$ cat src/rtl/fifo_drain_ctrl.sv
// Round-robin burst drain controller: CH FIFOs with watermark hysteresis share one read port.
// Optional read statistics counter is built when FIFO_DRAIN_STATS_EN is defined.
module fifo_drain_ctrl #(
  parameter int CH    = 4,
  parameter int LVL_W = 8,
  parameter int HI_WM = 192,
  parameter int LO_WM = 0,
  parameter int BURST = 16
) (
  input  logic                               clk,
  input  logic                               rst_n,
  input  logic                               enable,
  input  logic [CH-1:0]                      read_full,
  input  logic [CH-1:0]                      read_empty,
  input  logic [CH*LVL_W-1:0]                level,
`ifdef FIFO_DRAIN_STATS_EN
  input  logic                               stat_clr,
  output logic [31:0]                        read_cnt,
`endif
  output logic [CH-1:0]                      read_req,
  output logic [((CH > 1) ? $clog2(CH) : 1)-1:0] active_ch,
  output logic                               busy
);

  localparam int AW = (CH > 1) ? $clog2(CH) : 1;
  localparam int CW = $clog2(BURST + 1);

  localparam logic [0:0] ST_IDLE  = 1'b0;
  localparam logic [0:0] ST_DRAIN = 1'b1;

  localparam logic [31:0] HI_V = 32'(HI_WM);
  localparam logic [31:0] LO_V = 32'(LO_WM);

  logic [0:0]    state_r;
  logic [CH-1:0] pending_r;
  logic [CH-1:0] pending_nxt_s;
  logic [AW-1:0] active_ch_r;
  logic [AW-1:0] rr_r;
  logic [CW-1:0] burst_cnt_r;
  logic [31:0]   lvl_s;
  logic [AW-1:0] idx_s;
  logic [AW-1:0] pick_s;
  logic          found_s;
  logic          rd_s;
  logic          last_s;
  logic          exit_s;

  // Arm/disarm hysteresis per channel; full dominates empty.
  always_comb begin
    pending_nxt_s = pending_r;
    lvl_s         = 32'h0;
    for (int i = 0; i < CH; i++) begin
      lvl_s = 32'(level[i*LVL_W +: LVL_W]);
      if (read_full[i] || (lvl_s >= HI_V)) begin
        pending_nxt_s[i] = 1'b1;
      end else if (read_empty[i] || (lvl_s <= LO_V)) begin
        pending_nxt_s[i] = 1'b0;
      end else begin
        pending_nxt_s[i] = pending_r[i];
      end
    end
  end

  // First pending channel strictly after the round-robin pointer, wrapping.
  always_comb begin
    found_s = 1'b0;
    pick_s  = '0;
    idx_s   = '0;
    for (int k = 1; k <= CH; k++) begin
      idx_s   = AW'((int'(rr_r) + k) % CH);
      pick_s  = (!found_s && pending_r[idx_s]) ? idx_s : pick_s;
      found_s = found_s | pending_r[idx_s];
    end
  end

  assign rd_s   = (state_r == ST_DRAIN) & enable & pending_r[active_ch_r] & ~read_empty[active_ch_r];
  assign last_s = (burst_cnt_r == CW'(BURST - 1));
  assign exit_s = ~enable | read_empty[active_ch_r] | ~pending_nxt_s[active_ch_r] | (rd_s & last_s);

  // Read strobe is combinational so it can drop in the same cycle as enable or empty.
  always_comb begin
    if (rd_s) begin
      read_req = CH'(1'b1) << active_ch_r;
    end else begin
      read_req = '0;
    end
  end

  assign active_ch = active_ch_r;
  assign busy      = (state_r == ST_DRAIN);

  // Pending flags track the FIFO status every edge, independent of enable.
  always_ff @(posedge clk or negedge rst_n) begin
    if (!rst_n) begin
      pending_r <= '0;
    end else begin
      pending_r <= pending_nxt_s;
    end
  end

  // Grant/drain state machine; every re-grant passes through IDLE.
  always_ff @(posedge clk or negedge rst_n) begin
    if (!rst_n) begin
      state_r     <= ST_IDLE;
      active_ch_r <= '0;
      rr_r        <= AW'(CH - 1);
      burst_cnt_r <= '0;
    end else begin
      case (state_r)
        ST_IDLE: begin
          if (enable && found_s) begin
            state_r     <= ST_DRAIN;
            active_ch_r <= pick_s;
            rr_r        <= pick_s;
            burst_cnt_r <= '0;
          end else begin
            state_r <= ST_IDLE;
          end
        end
        ST_DRAIN: begin
          if (rd_s) begin
            burst_cnt_r <= burst_cnt_r + CW'(1'b1);
          end
          if (exit_s) begin
            state_r <= ST_IDLE;
          end
        end
        default: begin
          state_r <= ST_IDLE;
        end
      endcase
    end
  end

`ifdef FIFO_DRAIN_STATS_EN
  logic [31:0] read_cnt_r;

  // Total reads issued, wrapping; clear wins over increment.
  always_ff @(posedge clk or negedge rst_n) begin
    if (!rst_n) begin
      read_cnt_r <= 32'h0;
    end else if (stat_clr) begin
      read_cnt_r <= 32'h0;
    end else if (rd_s) begin
      read_cnt_r <= read_cnt_r + 32'h1;
    end
  end

  assign read_cnt = read_cnt_r;
`endif

endmodule
$ cat config.mk
export PLATFORM = sky130hd
export DESIGN_NAME = fifo_drain_ctrl
export DESIGN_NICKNAME = d
export VERILOG_FILES = /design/src/rtl/fifo_drain_ctrl.sv
export SDC_FILE = /design/constraint.sdc
export NUM_CORES = 1
export LEC_CHECK = 0
export CAP_MARGIN = 10
export CORE_MARGIN = 2
export CORE_UTILIZATION = 35
export CTS_BUF_LIST = sky130_fd_sc_hd__clkbuf_4 sky130_fd_sc_hd__clkbuf_8 sky130_fd_sc_hd__clkbuf_16
export DETAILED_ROUTE_END_ITERATION = 8
export GPL_ROUTABILITY_DRIVEN = 0
export GPL_TIMING_DRIVEN = 1
export PLACE_DENSITY_LB_ADDON = 0.05
export SLEW_MARGIN = 10
export SYNTH_ARGS = -nofsm -noshare
export SYNTH_HDL_FRONTEND = slang
export SYNTH_SLANG_ARGS = --single-unit
$ cat constraint.sdc
create_clock -name clk -period 1.9 [get_ports clk]
set_clock_uncertainty 0.2 [all_clocks]
set_input_delay 0.38 -clock clk [delete_from_list [all_inputs] [get_ports clk]]
set_output_delay 0.38 -clock clk [all_outputs]
set_load 0.05 [all_outputs]
==> run summary, run 1 <==
Entering global routing, the biggest net connects 10 pins. The number of cells on the worst reg-to-reg path is 7. The first-iteration detailed-routing DRC count is 32, and the count of pins on the block boundary is 50. The number of global-route vias before repair is 1,240, and the final cycle utilization of the critical path is 123%. After the last flow step, the layout net total stands at 232. The critical path class is flop to output port. The count of cells in the finished layout, fillers not included, comes to 216. After detailed placement, the total cell area comes to 1730 um2. In this run the worst hold path is classified as input pin to asynchronous set/reset pin. The global-route usage over all layers is 21.1%. The logs give 0 for the post-detailed-route DRC marker count and 0.149 ns for the worst hold-check slack. The run gives 0 as the final-report hold violation count.

Setup repair after global routing could not meet its margin everywhere. The multiplexer area fraction after synthesis was 7.06%; the number of distinct library cell variants in the gate-level netlist after synthesis was 39. The final reports fail on negative setup slack. Data on the critical path is required at its endpoint by 1.32 ns. The worst-case IR drop observed on VDD is 0.876 mV.

In the final layout, the share of cells above drive strength 1 is 35.5%. Counting every net in the synthesized netlist gives 152. After routing the design area is 1890 um2. Summing the areas of all compound-gate instances in the mapped netlist gives 21.2% of the synthesized area. Summed over all layers, the routed wires come to 3210 um. The startpoint identified for the worst register-to-register timing path is active_ch[0]$_DFFE_PN0P_.

The run gives 0.000797 uW as the leakage power of the design. The die covers 3120 um2. The count of input and output buffers came out at 49. TritonCTS built the clock tree.

Number of clock sinks seen by CTS: 14. In this run the worst setup path begins at active_ch[0]$_DFFE_PN0P_. From synthesis to final layout, the design area changed by 101%.

Of the total synthesized cell area, the portion taken by full adders, half adders and majority gates is 2.66%. The logs give -0.444 ns for the final worst slack and 0 for the count of maximum capacitance violations. The die extent in x was 55.8 um; the starting density of the core was 37.6%.

The run gives 0 as the remaining number of nets flagged by the antenna check after routing. By area, the combinational part of the netlist is dominated by simple AND/OR/NAND/NOR gates. The clock buffer count from CTS is 3. The clock reaches the later pin of the worst-skew pair after 0.28 ns. In this run the worst path has a maximum fanout of 5. Of the total synthesized cell area, the portion taken by XOR and XNOR cells is 0.932%.

The synthesis-stage register bit count was 14. The primary flip-flop cell chosen by synthesis mapping is sky130_fd_sc_hd__dfrtp_1. After clock tree synthesis, the flow added hold-fix buffers numbering 0.

The critical path launch point type was a flop. The logs give 37.5% for the fraction of the yosys area taken by sequential cells and 2 for the maximum clock insertion buffer count. For this run, asynchronously set or reset flops after synthesis account for 100%. The fraction of the mapped netlist area in simple logic gates is 25.3%, and the number of core rows is 18.

The tools report the headroom to the max-slew limit as 72.3%. The flow ran to the end, but the final reports show violations. The data arrival time at the worst-slack endpoint came out at 1.76 ns. The total number of H-tree levels was 1; the slew of the pin with the lowest slew margin was 0.411 ns.

The tools report the number of max-slew violations in the final report as 0. In this run, synthesis inferred 0 flip-flops with an integrated enable. After synthesis, the mean cell area works out to 8.78 um2. The average via count per standard cell was 5.44. End of the worst register-to-register path: burst_cnt_r[3]$_DFFE_PN0P_. The first global-routing pass estimated 5380 um of wire. Power spread over the standard cell area amounts to 1060 nW/um2. The tools report the final setup violation count as 10. The final critical delay including setup and external delays was 2.34 ns.

The root buffer cell chosen for the clock tree is sky130_fd_sc_hd__clkbuf_4. The area of the core is 2500 um2, and the maximum frequency from static timing analysis is 427 MHz. Detailed placement finished with a half-perimeter wire length of 2470 um. Detailed routing inserted a total of 1,175 vias.

Timing analysis after detailed placement gives a worst setup slack of -0.507 ns. The tools report the sort of element at the end of the critical path as an output port. The clock-pin transition on the worst setup and hold timing paths came out at 0.08 ns. The Yosys step of the flow raised 0 warnings. Global routing finished with a remaining overflow of 0.

The number of placed instances, taps included, is 204. The first detailed-routing pass took 4 iterations. The logs give 107 for the number of instances in the synthesized netlist and -0.30 ns for the register-to-register path setup slack. The cell area that synthesis handed to floorplanning was 940 um2. From bottom edge to top edge, the die measures 55.8 um.

The run gives 0 as the count of antenna diodes in the layout. After detailed routing, the average wire length per cell comes to 14.9 um. Summed over all failing endpoints, the final setup total negative slack is -2.52 ns.

The tools report the number of antenna violations at the first check in global routing as 0.
[what timing repair did]
| action | in CTS | in global routing |
|---|---|---|
| endpoints found under the setup margin | 12 | 12 |
| gates cloned | 0 | 0 |
| buffers inserted | 3 | 5 |
| gates resized for setup | 13 | 5 |
| pin swaps | 3 | 6 |
[state kept, by name, summed over array words and instances (netlist names)]
name         flops
active_ch        2
burst_cnt_r      5
busy             1
pending_r        4
rr_r             2
[placed cells by master, fill, tap and decap left out, drive strengths merged, types with 2 or more instances in the layout]
master / netlist / final
clkdlybuf4s50: 0 / 40
inv: 9 / 9
clkbuf: 1 / 4
nor4: 10 / 10
dfrtp: 12 / 12
nor3: 2 / 2
nand2: 17 / 17
and3: 2 / 2
dlygate4sd2: 0 / 2
or2: 2 / 2
a21oi: 6 / 6
nor2: 4 / 4
mux2: 3 / 3
ha: 2 / 2
nand3: 5 / 5
dfstp: 2 / 2
o21ai: 7 / 7
a21o: 3 / 3
buf: 2 / 36
[logic make-up after synthesis]
kind of cell	after synthesis
fa+ha+maj	2
flops	14
buf+inv	12
mux	5
xor+xnor	1
compound gates	28
simple gates	45
[worst max-delay path by stage]
stage                             end  slack, ns  cells past startpoint
after global routing      read_req[2]      -0.53                      5
final                     read_req[0]      -0.44                      5
after global placement    read_req[0]      -0.50                      6
after floorplan           read_req[0]      -0.53                      5
after CTS                 read_req[2]      -0.44                      5
after detailed placement  read_req[0]      -0.51                      6
[worst max-delay path, stage by stage (launching register included)]
cell and delay (ns):
sky130_fd_sc_hd__dfrtp_2 0.46, sky130_fd_sc_hd__mux2_4 0.33, sky130_fd_sc_hd__a21oi_4 0.17, sky130_fd_sc_hd__nand3_4 0.18
sky130_fd_sc_hd__nor3_4 0.19, sky130_fd_sc_hd__buf_12 0.16
[per-stage QoR]
stage          utilization (%)  power (uW)
3_3_place_gp              69.0        1600
6_report                  75.5        2000
3_5_place_dp              69.0        1640
2_1_floorplan                -        1120
5_1_grt                   75.5        2120
4_1_cts                   73.3        1940
[routing by layer]
metal	vias to the layer above	GRT usage (%)	wire (um)
li1	555	-	-
met1	559	23.4	1140
met2	51	41.5	1840
met3	10	4.42	166
met4	0	3.74	61
met5	-	0	0
[power by group]
| group | leakage (uW) | internal, uW | switching, uW |
|---|---|---|---|
| Sequential | 0.000163 | 421 | 136 |
| Clock | 0.0000210 | 117 | 102 |
| Combinational | 0.000612 | 638 | 586 |
| Total | 0.000797 | 1180 | 824 |
[cell type report]
| cell class | instances | area, um2 |
|---|---|---|
| Sequential cell | 14 | 358 |
| Clock buffer | 4 | 36.3 |
| Inverter | 9 | 33.8 |
| Multi-Input combinational cell | 81 | 636 |
| Timing Repair Buffer | 78 | 787 |
| Fill cell | 177 | 612 |
| Tap cell | 30 | 37.5 |
[Yosys cell counts, types with 2 or more instances]
cell type | number | share of area, %
sky130_fd_sc_hd__a21o_1 | 3 | 2.4
sky130_fd_sc_hd__a21oi_1 | 5 | 2.7
sky130_fd_sc_hd__and3_1 | 2 | 1.3
sky130_fd_sc_hd__dfrtp_1 | 12 | 32
sky130_fd_sc_hd__dfstp_2 | 2 | 5.6
sky130_fd_sc_hd__ha_1 | 2 | 2.7
sky130_fd_sc_hd__inv_1 | 9 | 3.6
sky130_fd_sc_hd__mux2_2 | 3 | 3.6
sky130_fd_sc_hd__nand2_1 | 17 | 6.8
sky130_fd_sc_hd__nand3_1 | 4 | 2.1
sky130_fd_sc_hd__nor2_1 | 4 | 1.6
sky130_fd_sc_hd__nor3_1 | 2 | 1.1
sky130_fd_sc_hd__nor4_1 | 10 | 6.7
sky130_fd_sc_hd__o21ai_0 | 6 | 3.2
sky130_fd_sc_hd__or2_2 | 2 | 1.3
No activity file was read; power rests on OpenSTA's default activity.
==> run 2: changes to the inputs <==
Settings changed: SLEW_MARGIN 10 to 20.
==> results of run 2 <==
Same layout as run 1: the final DEF is identical, and so are final timing and power.
